File: src/rtl/scan2ascii_stream.sv
// PS/2 set-2 scan code to ASCII translator with E0/F0 prefix decoding,
// Shift/Caps Lock tracking and a valid/ready output FIFO.
module scan2ascii_stream #(
  parameter int   FIFO_DEPTH   = 8,
  parameter logic CAPS_DEFAULT = 1'b0,
  parameter logic EMIT_UNKNOWN = 1'b0
) (
  input  logic                        CLK,
  input  logic                        RESET_N,
  input  logic [7:0]                  SCAN_CODE,
  input  logic                        SCAN_VALID,
  output logic [7:0]                  ASCII_CODE,
  output logic                        ASCII_VALID,
  input  logic                        ASCII_READY,
  output logic                        SHIFT_ACTIVE,
  output logic                        CAPS_LOCK,
  output logic                        OVERFLOW,
  output logic [$clog2(FIFO_DEPTH):0] FIFO_COUNT
);

  localparam int AW = $clog2(FIFO_DEPTH);
  localparam int CW = AW + 1;
  localparam logic [CW-1:0] DEPTH_C = CW'(FIFO_DEPTH);

  typedef enum logic [1:0] {IDLE, EXT, BRK, EXT_BRK} state_t;

  state_t          state_q, state_d;
  logic            lshift_q, lshift_d, rshift_q, rshift_d;
  logic            caps_q, caps_d, caps_held_q, caps_held_d;
  logic            push_q, push_d;
  logic [7:0]      char_q, char_d;
  logic [AW-1:0]   wr_ptr_q, rd_ptr_q;
  logic [CW-1:0]   count_q;
  logic            ovf_q;
  logic [7:0]      mem [FIFO_DEPTH];
  logic [8:0]      dec;
  logic            pop, full, wr_en;

  // Returns {hit, ascii} for a make code seen with no prefix pending.
  function automatic logic [8:0] decode_make(input logic [7:0] sc, input logic sh, input logic up);
    logic [7:0] lc;
    lc = 8'h00;
    decode_make = {EMIT_UNKNOWN, 8'h3F};
    case (sc)
      8'h1C: lc = "a";  8'h32: lc = "b";  8'h21: lc = "c";  8'h23: lc = "d";
      8'h24: lc = "e";  8'h2B: lc = "f";  8'h34: lc = "g";  8'h33: lc = "h";
      8'h43: lc = "i";  8'h3B: lc = "j";  8'h42: lc = "k";  8'h4B: lc = "l";
      8'h3A: lc = "m";  8'h31: lc = "n";  8'h44: lc = "o";  8'h4D: lc = "p";
      8'h15: lc = "q";  8'h2D: lc = "r";  8'h1B: lc = "s";  8'h2C: lc = "t";
      8'h3C: lc = "u";  8'h2A: lc = "v";  8'h1D: lc = "w";  8'h22: lc = "x";
      8'h35: lc = "y";  8'h1A: lc = "z";
      default: lc = 8'h00;
    endcase
    if (lc != 8'h00) begin
      decode_make = {1'b1, up ? (lc - 8'h20) : lc};
    end else begin
      case (sc)
        8'h16: decode_make = {1'b1, sh ? "!" : "1"};
        8'h1E: decode_make = {1'b1, sh ? "@" : "2"};
        8'h26: decode_make = {1'b1, sh ? "#" : "3"};
        8'h25: decode_make = {1'b1, sh ? "$" : "4"};
        8'h2E: decode_make = {1'b1, sh ? "%" : "5"};
        8'h36: decode_make = {1'b1, sh ? "^" : "6"};
        8'h3D: decode_make = {1'b1, sh ? "&" : "7"};
        8'h3E: decode_make = {1'b1, sh ? "*" : "8"};
        8'h46: decode_make = {1'b1, sh ? "(" : "9"};
        8'h45: decode_make = {1'b1, sh ? ")" : "0"};
        8'h4E: decode_make = {1'b1, sh ? "_" : "-"};
        8'h55: decode_make = {1'b1, sh ? "+" : "="};
        8'h41: decode_make = {1'b1, sh ? "<" : ","};
        8'h49: decode_make = {1'b1, sh ? ">" : "."};
        8'h4A: decode_make = {1'b1, sh ? "?" : "/"};
        8'h52: decode_make = {1'b1, sh ? "\"" : "'"};
        8'h54: decode_make = {1'b1, sh ? "{" : "["};
        8'h5B: decode_make = {1'b1, sh ? "}" : "]"};
        8'h70: decode_make = {1'b1, "0"};
        8'h69: decode_make = {1'b1, "1"};
        8'h72: decode_make = {1'b1, "2"};
        8'h7A: decode_make = {1'b1, "3"};
        8'h6B: decode_make = {1'b1, "4"};
        8'h73: decode_make = {1'b1, "5"};
        8'h74: decode_make = {1'b1, "6"};
        8'h6C: decode_make = {1'b1, "7"};
        8'h75: decode_make = {1'b1, "8"};
        8'h7D: decode_make = {1'b1, "9"};
        8'h71: decode_make = {1'b1, "."};
        8'h7B: decode_make = {1'b1, "-"};
        8'h79: decode_make = {1'b1, "+"};
        8'h7C: decode_make = {1'b1, "*"};
        8'h29: decode_make = {1'b1, 8'h20};
        8'h5A: decode_make = {1'b1, 8'h0D};
        8'h66: decode_make = {1'b1, 8'h08};
        8'h0D: decode_make = {1'b1, 8'h09};
        default: decode_make = {EMIT_UNKNOWN, 8'h3F};
      endcase
    end
  endfunction

  assign SHIFT_ACTIVE = lshift_q | rshift_q;
  assign CAPS_LOCK    = caps_q;
  assign OVERFLOW     = ovf_q;
  assign FIFO_COUNT   = count_q;
  assign ASCII_VALID  = (count_q != '0);
  assign ASCII_CODE   = ASCII_VALID ? mem[rd_ptr_q] : 8'h00;

  assign pop   = ASCII_VALID & ASCII_READY;
  assign full  = (count_q == DEPTH_C);
  assign wr_en = push_q & (~full | pop);

  always_comb begin
    state_d     = state_q;
    lshift_d    = lshift_q;
    rshift_d    = rshift_q;
    caps_d      = caps_q;
    caps_held_d = caps_held_q;
    push_d      = 1'b0;
    char_d      = 8'h00;
    dec         = decode_make(SCAN_CODE, SHIFT_ACTIVE, SHIFT_ACTIVE ^ caps_q);
    if (SCAN_VALID) begin
      if (SCAN_CODE == 8'hE0) begin
        if (state_q == IDLE) state_d = EXT;
      end else if (SCAN_CODE == 8'hF0) begin
        if (state_q == IDLE)     state_d = BRK;
        else if (state_q == EXT) state_d = EXT_BRK;
      end else begin
        state_d = IDLE;
        case (state_q)
          IDLE: begin
            case (SCAN_CODE)
              8'h12: lshift_d = 1'b1;
              8'h59: rshift_d = 1'b1;
              8'h58: begin
                // Typematic repeats of Caps Lock arrive as further makes; only the first toggles.
                if (!caps_held_q) caps_d = ~caps_q;
                caps_held_d = 1'b1;
              end
              default: begin
                push_d = dec[8];
                char_d = dec[7:0];
              end
            endcase
          end
          BRK: begin
            case (SCAN_CODE)
              8'h12:   lshift_d    = 1'b0;
              8'h59:   rshift_d    = 1'b0;
              8'h58:   caps_held_d = 1'b0;
              default: ;
            endcase
          end
          EXT: begin
            if (SCAN_CODE == 8'h4A) begin
              push_d = 1'b1;
              char_d = 8'h2F;
            end else if (SCAN_CODE == 8'h5A) begin
              push_d = 1'b1;
              char_d = 8'h0D;
            end
          end
          default: ;
        endcase
      end
    end
  end

  always_ff @(posedge CLK or negedge RESET_N) begin
    if (!RESET_N) begin
      state_q     <= IDLE;
      lshift_q    <= 1'b0;
      rshift_q    <= 1'b0;
      caps_q      <= CAPS_DEFAULT;
      caps_held_q <= 1'b0;
      push_q      <= 1'b0;
      wr_ptr_q    <= '0;
      rd_ptr_q    <= '0;
      count_q     <= '0;
      ovf_q       <= 1'b0;
    end else begin
      state_q     <= state_d;
      lshift_q    <= lshift_d;
      rshift_q    <= rshift_d;
      caps_q      <= caps_d;
      caps_held_q <= caps_held_d;
      push_q      <= push_d;
      ovf_q       <= push_q & full & ~pop;
      if (wr_en) wr_ptr_q <= wr_ptr_q + 1'b1;
      if (pop)   rd_ptr_q <= rd_ptr_q + 1'b1;
      if (wr_en && !pop)      count_q <= count_q + 1'b1;
      else if (!wr_en && pop) count_q <= count_q - 1'b1;
    end
  end

  // Decoded character stage, then FIFO write one edge later.
  always_ff @(posedge CLK) begin
    char_q <= char_d;
    if (wr_en) mem[wr_ptr_q] <= char_q;
  end

endmodule

File: config.mk
export PLATFORM = sky130hd
export DESIGN_NAME = scan2ascii_stream
export DESIGN_NICKNAME = d
export VERILOG_FILES = /design/src/rtl/scan2ascii_stream.sv
export SDC_FILE = /design/constraint.sdc
export NUM_CORES = 1
export LEC_CHECK = 0
export BUFFER_PORTS_ARGS = -buffer_cell sky130_fd_sc_hd__buf_2
export CORE_MARGIN = 2
export CORE_UTILIZATION = 38
export CTS_BUF_LIST = sky130_fd_sc_hd__clkbuf_8
export CTS_CLUSTER_SIZE = 28
export DETAILED_ROUTE_END_ITERATION = 10
export GPL_TIMING_DRIVEN = 1
export HOLD_SLACK_MARGIN = 0.03
export PLACE_DENSITY = 0.62
export SLEW_MARGIN = 25
export SYNTH_ARGS = -nofsm -noshare
export SYNTH_HDL_FRONTEND = slang
export SYNTH_SLANG_ARGS = --single-unit
File: constraint.sdc
create_clock -name CLK -period 3.65 [get_ports CLK]
set_input_delay 0.1825 -clock CLK [delete_from_list [all_inputs] [get_ports CLK]]
set_output_delay 0.1825 -clock CLK [all_outputs]
set_load 0.01 [all_outputs]
== Word-level counts from Yosys, hierarchy flattened ==
Memories as Yosys holds them, arrays and structs flattened.
Index checks and enable logic that the tools add are counted.
Operators by class
  shifts and indexed selects: 0
  add/subtract/negate cells: 5
  magnitude comparators: 0
  bitwise logic cells: 14
  multiply operators: 0
  multiplexer cells: 52
  div/mod/pow operators: 0
  eq/ne operators: 52
  reductions and logical operators: 16
Operator list (number)
  $pmux W9 S36: 1
  $eq A8 B7 Y1 const B: 28
  $mux W5: 12
  $eq A8 B6 Y1 const B: 7
  $mux W8: 4
  $eq A8 B5 Y1 const B: 3
  $reduce_and A6 Y1: 4
  $mux W7: 3
  $mux W6: 3
  $eq A8 B8 Y1 const B: 2
  $pmux W8 S2: 1
  $mux W1: 14
  $mux W4: 3
  $ne A2 B1 Y1 const B: 6
  $mux W2: 5
  $mux W9: 1
  $eq A8 B4 Y1 const B: 1
  $pmux W1 S2: 4
  $reduce_bool A8 Y1: 1
  $sub A8 B6 Y8 const B: 1
  $not A1 Y1: 7
  $add A3 B1 Y3 const B: 2
  $reduce_or A3 Y1: 2
  $add A4 B1 Y4 const B: 1
  16 further kinds: 23
Word-level totals
  memories kept: 2
  bits of input ports: 12
  memory bits (writable): 64
  bits in latches: 0
  bits in read-only memories: 896
  logic and storage cells: 152
  output and inout port bits: 16
  register bits after elaboration: 26
Memories
  (name not given): depth 128, width 7, read ports 1, clocked after Yosys merged registers in 0, wr ports 0, line 44  | case (sc)
  mem: depth 8, width 8, read ports 1, clocked after Yosys merged registers in 0, wr ports 1, line 35  | logic [7:0] mem [FIFO_DEPTH];

== Longest topological paths before layout ==
Gate-level depths: netlist of the first run.
An unclocked memory read counts as a cell.
  word-level depth: 10
  gate-level depth with buffers: 12
  gate-level depth less buffers: 11

== Worst setup path before layout of the first run ==
Ideal clock, no wire load.
  kind: input -> register
  from: input SCAN_CODE[1]
  to: register char_q[2]
  path slack: 0.702 ns
  buffers on the path: 3
  library setup time: 0.077 ns
  stages: 11
  data required time: 3.573 ns
  arrival time: 2.871 ns
  cells stage by stage: clkbuf_1 -> inv_1 -> ha_1 -> and3_1 -> clkbuf_1 -> a32o_1 -> or4_1 -> or4_1 -> buf_2 -> a31o_1 -> a41oi_2
On the way
  cells in the longest elaborated chain, start to end: 7
  elaborated cells between the ends (all ways): 54
  classes of those cells: 1 x add/sub; 41 x eq/ne; 8 x mux; 3 x reduce/logical; 1 x memory
Ends and longest elaborated chain
  start, declared: line 10  | input logic [7:0] SCAN_CODE,
  $mem_v2 Z128 W7
  $mux W8: line 44
  $sub A8 B6 Y8: line 55  | decode_make = {1'b1, up ? (lc - 8'h20) : lc};
  $mux W8: line 55
  $mux W9: line 54  | if (lc != 8'h00) begin
  $mux W8: line 129  | case (SCAN_CODE)
  $pmux W8 S2: line 127  | case (state_q)
  end signal, assigned: line 195  | char_q <= char_d;
  end, declared: line 31  | logic [7:0] char_q, char_d;
Several ways; a longest one is shown, not always the timed one.
A chain may end at the register's enable or synchronous reset.

== Worst setup path in the final report of the first run ==
  from: input SCAN_CODE[1]
  to: register char_q[3]
The elaborated chain is that of the path after synthesis.

==> flow_metrics.py, run 1 <==
metrics = {
    "setup_path": {
        "rrSetupSlack_ns": 1.06,
        "cp-startpoint": "SCAN_CODE[1]",
        "cp.depth": 9,
        "setup.worst_path.class": "input pin to flop",
        "crit_family": "simple AND/OR/NAND/NOR gates",
        "worst-path-buf-inv": 2,
        "r2r_cells": 12,
        "critPathMaxStageDelay_ns": 0.65,
        "worstPathArrival_ns": 3.21,
        "reg2reg_to": "FIFO_COUNT[3]",
        "crit_slowest_cell": "or4_1",
        "end_kind": "flop",
        "cp_max_fo": 16,
        "reg2reg_from": "FIFO_COUNT[0]",
        "crit_path_end": "char_q[3]",
        "crit_chain": "buf_2 > inv_1 > ha_1 > and3_1 > a32o_1 > or4_1 > or4_1 > a41o_1 > a31oi_1",
        "path_common_cell": "or4_1",
        "worstPathRequired_ns": 3.91,
        "crit_path_start_kind": "input pin",
    },
    "outcome": {
        "status": "finished clean",
    },
    "power": {
        "powerDensity_nw_per_um2": 528,
        "power.leakage_uw": 0.00204,
        "peakVddDrop_mv": 0.205,
    },
    "cts": {
        "clock_latency_ns": 0.35,
        "cts_tree": "yes",
        "post_cts_buffers": 0,
        "clock-sinks": 90,
        "htreeDepth": 3,
        "cts_buffer_depth": 2,
        "holdBufCountCts": 1,
        "cts_root_buffer": "clkbuf_8",
        "cts.reportedPaths.clkPinSlew_ns": 0.08,
        "numCtsBuffers": 9,
        "ctsResizeCount": 0,
    },
    "die": {
        "die_x_um": 120,
        "fp.dieH_um": 120,
        "coreArea_um2": 13200,
        "rows": 42,
        "io_pins": 28,
        "die_area_um2": 14400,
        "start_util_pct": 38.7,
    },
    "placed_design": {
        "dp_hpwl_um": 8740,
        "placedCellCount": 633,
        "placed_cell_area_um2": 5370,
        "gp_congestion": 0.926,
        "portBuffers": 27,
    },
    "global_route": {
        "antenna_found_initial": 0,
        "grt_pass1_vias": 3617,
        "grt_pass1_wl_um": 19800,
        "grt.total_usage_pct": 17.6,
        "overflow": 0,
        "grt_max_degree": 32,
    },
    "yosys": {
        "synth_edf_count": 64,
        "synth_top_family_by_area": "simple AND/OR/NAND/NOR gates",
        "synth_area_um2": 5110,
        "synth_warnings": 0,
        "synth.avg_cell_area_um2": 11.2,
        "ys_seq_area_share_pct": 49.6,
        "synth_seq_cells": 90,
        "synth_cells": 455,
        "synthTopCellsByArea": "edfxtp_1 (38%), dfrtp_1 (8.8%), mux4_2 (7.1%)",
        "synth_top_area_share_pct": 37.6,
        "ys.flop_type": "edfxtp_1",
        "yosysTopAreaCell": "edfxtp_1",
        "synth_compound_area_share_pct": 13.8,
        "synth_xor_area_share_pct": 1.89,
        "synthSimpleGateAreaFrac_pct": 16.4,
        "synth_fa_ha_area_share_pct": 3.82,
        "synth_cell_types": 70,
        "synthMuxAreaShare_pct": 10.3,
        "synth_fp_nets": 482,
        "ys_async_sr_fraction_pct": 20.0,
    },
    "finish": {
        "fin_cells": 650,
        "syn_to_final_growth_pct": 8.84,
        "fin_nets": 496,
        "antennaDiodeCount": 0,
        "stdcell_area_um2": 5560,
        "utilization_pct": 42.1,
        "drive_above_1_share_pct": 15.8,
    },
    "timing": {
        "setup_viol": 0,
        "slew_violations": 0,
        "finalClockSkew_ns": 0.00623,
        "hold_violations": 0,
        "tightest_slew_ns": 0.921,
        "min_period_ns": 2.94,
        "rsz0062_at_grt": "false",
        "fmax_mhz": 340,
        "period_share_pct": 80.7,
        "max_slew_margin_pct": 37.7,
        "finalSetupTns_ns": 0,
    },
    "routing": {
        "first_pass_iters": 5,
        "dr_total_vias": 3720,
        "post_drt_wl_per_cell_um": 18.8,
        "drc": 0,
        "ant_nets": 0,
        "finalWirelength_um": 12200,
        "drtIter0Drc": 444,
        "viasPerCell": 5.72,
    },
    "hold_path": {
        "worstHoldPathType": "input pin to flop",
    },
    "flow_run": {
        "maxCapViolations": 0,
    },
}
-- sequential cells by signal (all words and copies together), names as in the netlist, 2 cells and up --
name / count
wr_ptr_q: 3
mem: 64
rd_ptr_q: 3
state_q: 2
FIFO_COUNT: 4
char_q: 8
-- layout by cell type (no fill, tap or decap), types with 5 or more instances in the layout --
cell type / instances
buf_4: 10
nor2_1: 40
a211oi_1: 5
edfxtp_1: 64
xnor2_1: 7
and3_1: 5
buf_2: 27
nor2b_1: 6
o211ai_1: 5
ha_1: 14
clkbuf_8: 9
nand4_1: 6
nand2_1: 32
dfrtp_1: 18
nor4_1: 5
mux4_2: 16
a21oi_1: 27
nand2b_1: 11
nand3b_1: 7
inv_1: 15
mux2i_1: 12
nor3_1: 15
o21ai_0: 14
a21o_1: 6
nand3_1: 11
dfxtp_1: 8
-- per-stage QoR --
step	setup slack, ns	power, µW	hold WS [ns]
final	0.705	2930	0.133
after detailed placement	0.410	2360	0.128
after floorplan	0.702	2060	-0.113
after global routing	0.473	3110	0.145
after global placement	0.522	2330	0.128
after CTS	0.779	2970	0.107
-- layout make-up --
class / instances / area, µm²
Clock buffer: 9 / 124
Clock inverter: 7 / 53.8
Fill cell: 1259 / 7630
Inverter: 12 / 45.0
Multi-Input combinational cell: 318 / 2360
Sequential cell: 90 / 2530
Tap cell: 176 / 220
Timing Repair Buffer: 38 / 220
-- how the worst min path moves through the flow --
| stage | from | end | slack (ns) | cells past startpoint |
|---|---|---|---|---|
| after global routing | ASCII_READY | rd_ptr_q[2] | 0.14 | 3 |
| final | SCAN_VALID | state_q[0] | 0.13 | 3 |
| after CTS | ASCII_READY | rd_ptr_q[2] | 0.11 | 3 |
| after floorplan | RESET_N | CAPS_LOCK | -0.11 | 0 |
| after detailed placement | RESET_N | rd_ptr_q[2] | 0.13 | 1 |
| after global placement | RESET_N | FIFO_COUNT[3] | 0.13 | 1 |
-- logic make-up (layout without fill, tap and decap cells) --
kind of cell             Yosys count  after routing
AND/OR/NAND/NOR                  159            159
AO/OA/AOI/OAI                    101            101
flip-flops                        90             90
buffers and inverters             47             66
multiplexers                      32             32
adder cells (fa/ha/maj)           15             15
XOR/XNOR                          11             11
-- layer usage --
| layer | track usage [%] | share of wire (%) |
|---|---|---|
| met1 | 23.8 | 44 |
| met2 | 28.5 | 48 |
| met3 | 2.42 | 5.5 |
| met5 | 0 | 0 |
| met4 | 7.13 | 2.4 |
-- cell usage after synthesis (3+ instances only) --
master	count
edfxtp_1	64
nor2_1	40
nand2_1	32
a21oi_1	27
dfrtp_1	18
clkbuf_1	16
mux4_2	16
nor3_1	15
ha_1	14
o21ai_0	14
inv_1	12
mux2i_1	12
nand2b_1	11
nand3_1	11
buf_2	10
dfxtp_1	8
nand3b_1	7
xnor2_1	7
a21o_1	6
nand4_1	6
nor2b_1	6
a211oi_1	5
and3_1	5
buf_1	5
nor4_1	5
o211ai_1	5
mux2_2	4
o22ai_1	4
o31ai_1	4
xor2_1	4
a31oi_1	3
nor4b_1	3
nor4bb_1	3
or4_1	3
-- worst min-delay path: cells and delay by family --
| kind | cells | cell delay [ns] |
|---|---|---|
| buffers and inverters | 1 | 0.12 |
| and+or+nand+nor | 1 | 0.08 |
| AOI/OAI and AO/OA | 1 | 0.06 |
-- where the power goes --
group	switching (µW)	total (µW)	internal, µW
registers	168	1390	1220
clock network	306	610	303
logic	462	939	477
total	936	2930	2000
Note: power is estimated with default switching activity, not from simulation.
==> run 2, diff against run 1 <==
Settings changed: ABC_AREA set to 1.
Clock period 3.65 ns to 2.89 ns, I/O delays scaled along.
==> flow_metrics.py, run 2 <==
metrics = {
    "cts": {
        "cts_tree": "yes",
        "numCtsBuffers": 9,
        "cts_root_buffer": "clkbuf_8",
        "ctsResizeCount": 0,
        "clock-sinks": 90,
        "post_cts_buffers": 0,
        "htreeDepth": 3,
        "cts.reportedPaths.clkPinSlew_ns": 0.09,
        "clock_latency_ns": 0.36,
        "cts_buffer_depth": 2,
    },
    "timing": {
        "finalSetupTns_ns": 0,
        "rsz0062_at_grt": "false",
        "tightest_slew_ns": 0.769,
        "setup_viol": 0,
        "fmax_mhz": 392,
        "max_slew_margin_pct": 48.6,
        "hold_violations": 0,
        "period_share_pct": 88.3,
        "slew_violations": 0,
        "min_period_ns": 2.55,
        "finalClockSkew_ns": 0.0154,
    },
    "flow_run": {
        "maxCapViolations": 0,
    },
    "die": {
        "start_util_pct": 39.0,
        "die_x_um": 121,
        "die_area_um2": 14600,
        "rows": 42,
        "fp.dieH_um": 121,
        "io_pins": 28,
        "coreArea_um2": 13300,
    },
    "finish": {
        "stdcell_area_um2": 5730,
        "syn_to_final_growth_pct": 10.7,
        "top_register": "mem",
        "antennaDiodeCount": 0,
        "fin_nets": 703,
        "layout_common_cells": "nand2_1 (148), nor2_1 (141), edfxtp_1 (64), o21ai_0 (57), nand3_1 (44)",
        "final_common_cell": "nand2_1",
        "largest_reg_flops": 64,
        "drive_above_1_share_pct": 11.6,
        "utilization_pct": 43.1,
    },
    "setup_path": {
        "reg2reg_to": "FIFO_COUNT[3]",
        "setup.worst_path.class": "flop to flop",
        "cp_max_fo": 5,
        "crit_slowest_cell": "dfrtp_1",
        "end_kind": "flop",
        "rrSetupSlack_ns": 0.34,
        "crit_family": "simple AND/OR/NAND/NOR gates",
        "reg2reg_from": "FIFO_COUNT[0]",
        "critPathMaxStageDelay_ns": 0.46,
        "worstPathArrival_ns": 2.80,
        "worstPathRequired_ns": 3.14,
        "crit_chain": "nor2_1 > nand3_1 > nand2_1 > nand4_1 > nand2_1 > inv_1 > ha_1 > inv_1 > ha_1 > a21o_1 > a21oi_1 > nor2_1 > nor2_1 > nand2_1 > xor2_1",
        "r2r_cells": 15,
        "crit_path_start_kind": "flop",
        "worst-path-buf-inv": 2,
    },
    "placed_design": {
        "gp_congestion": 0.975,
        "placed_cell_area_um2": 5520,
        "dp_hpwl_um": 9470,
        "portBuffers": 27,
    },
    "yosys": {
        "synth.avg_cell_area_um2": 8.03,
        "ys_seq_area_share_pct": 48.9,
        "yosysTopAreaCell": "edfxtp_1",
        "synth_warnings": 0,
        "synth_fp_nets": 672,
        "synth_common_cells": "nand2_1 (148), nor2_1 (141), edfxtp_1 (64), o21ai_0 (57), nand3_1 (44)",
        "yosysMostFrequentCell": "nand2_1",
        "synth_cell_types": 41,
        "synth_cells": 645,
        "synth_seq_cells": 90,
        "synth_top_area_share_pct": 37.1,
        "synthTopCellsByArea": "edfxtp_1 (37%), nand2_1 (11%), nor2_1 (10%)",
        "synth_edf_count": 64,
        "synth_area_um2": 5180,
        "ys.flop_type": "edfxtp_1",
        "ys_async_sr_fraction_pct": 20.0,
    },
    "routing": {
        "post_drt_wl_per_cell_um": 14.9,
        "viasPerCell": 5.21,
        "first_pass_iters": 7,
        "dr_total_vias": 4463,
        "finalWirelength_um": 12700,
        "drc": 0,
        "ant_nets": 0,
        "drtIter0Drc": 374,
    },
    "global_route": {
        "grt.total_usage_pct": 18.4,
        "grt_max_degree": 34,
        "grt_pass1_vias": 4343,
        "grt_pass1_wl_um": 21500,
        "antenna_found_initial": 0,
        "overflow": 0,
    },
    "hold_path": {
        "worstHoldStart": "ASCII_READY",
        "holdPathEnd": "rd_ptr_q[2]",
        "worstHoldPathType": "input pin to flop",
        "hold_path_depth": 3,
    },
    "power": {
        "power.leakage_uw": 0.00249,
        "peakVddDrop_mv": 0.270,
        "total_power_uw": 3940,
        "powerDensity_nw_per_um2": 688,
    },
    "outcome": {
        "status": "finished clean",
    },
}
-- run 2: worst max path at each step --
stage,slack (ns),end,start,depth (start not counted)
detailed placement,0.36,FIFO_COUNT[3],FIFO_COUNT[0],15
CTS,0.33,FIFO_COUNT[3],FIFO_COUNT[0],15
floorplan,0.53,FIFO_COUNT[3],FIFO_COUNT[0],15
global placement,0.41,FIFO_COUNT[3],FIFO_COUNT[0],15
global route,0.01,FIFO_COUNT[3],FIFO_COUNT[0],15
finish,0.34,FIFO_COUNT[3],FIFO_COUNT[0],15
-- run 2: per-stage QoR --
stage	hold slack [ns]	cells	worst slack (ns)
2_1_floorplan	-0.151	645	0.527
3_3_place_gp	0.0893	840	0.411
3_5_place_dp	0.0957	840	0.358
4_1_cts	0.0755	857	0.335
5_1_grt	0.0931	857	0.0112
6_report	0.0963	857	0.339
-- run 2: area by class of cell --
class,count,area (µm²)
sequential,90,2530
fill,1320,7560
tap,176,220
clock buffer,10,138
timing repair buffer,36,205
multi-input combinational,495,2410
clock inverter,6,65.1
inverter,44,165
-- run 2: logic make-up (layout without fill, tap and decap cells) --
kind of cell,count (synthesis),in the layout,synth area share (%)
xor+xnor,8,8,1.35
fa+ha+maj,15,15,3.77
buf+inv,60,96,4.59
mux,3,3,0.628
flops,90,90,48.9
simple gates,366,366,30.0
compound gates,103,103,10.7
-- run 2: routing by layer --
metal  GRT usage, %  wire length [µm]  up-vias
li1               -                 -     2228
met2           31.0              6090      191
met3           2.69               764       30
met5              0                 0        -
met1           23.4              5500     2014
met4           8.50               391        0
-- run 2: power by group --
part	internal [µW]	switching, µW	leakage [µW]	total [µW]
logic	525	927	0.00151	1450
registers	1540	97.9	0.000876	1640
clock network	425	426	0.000105	851
total	2490	1450	0.00249	3940
-- run 2: tightest hold or removal path: stages --
cell and delay [ns]:
buf_2 0.11, nand3_1 0.09, xor2_1 0.06
-- run 2: what timing repair did --
item	4_1_cts	5_1_grt
hold endpoints to repair	18	0
hold buffers	1	0
endpoints found under the setup margin	0	0
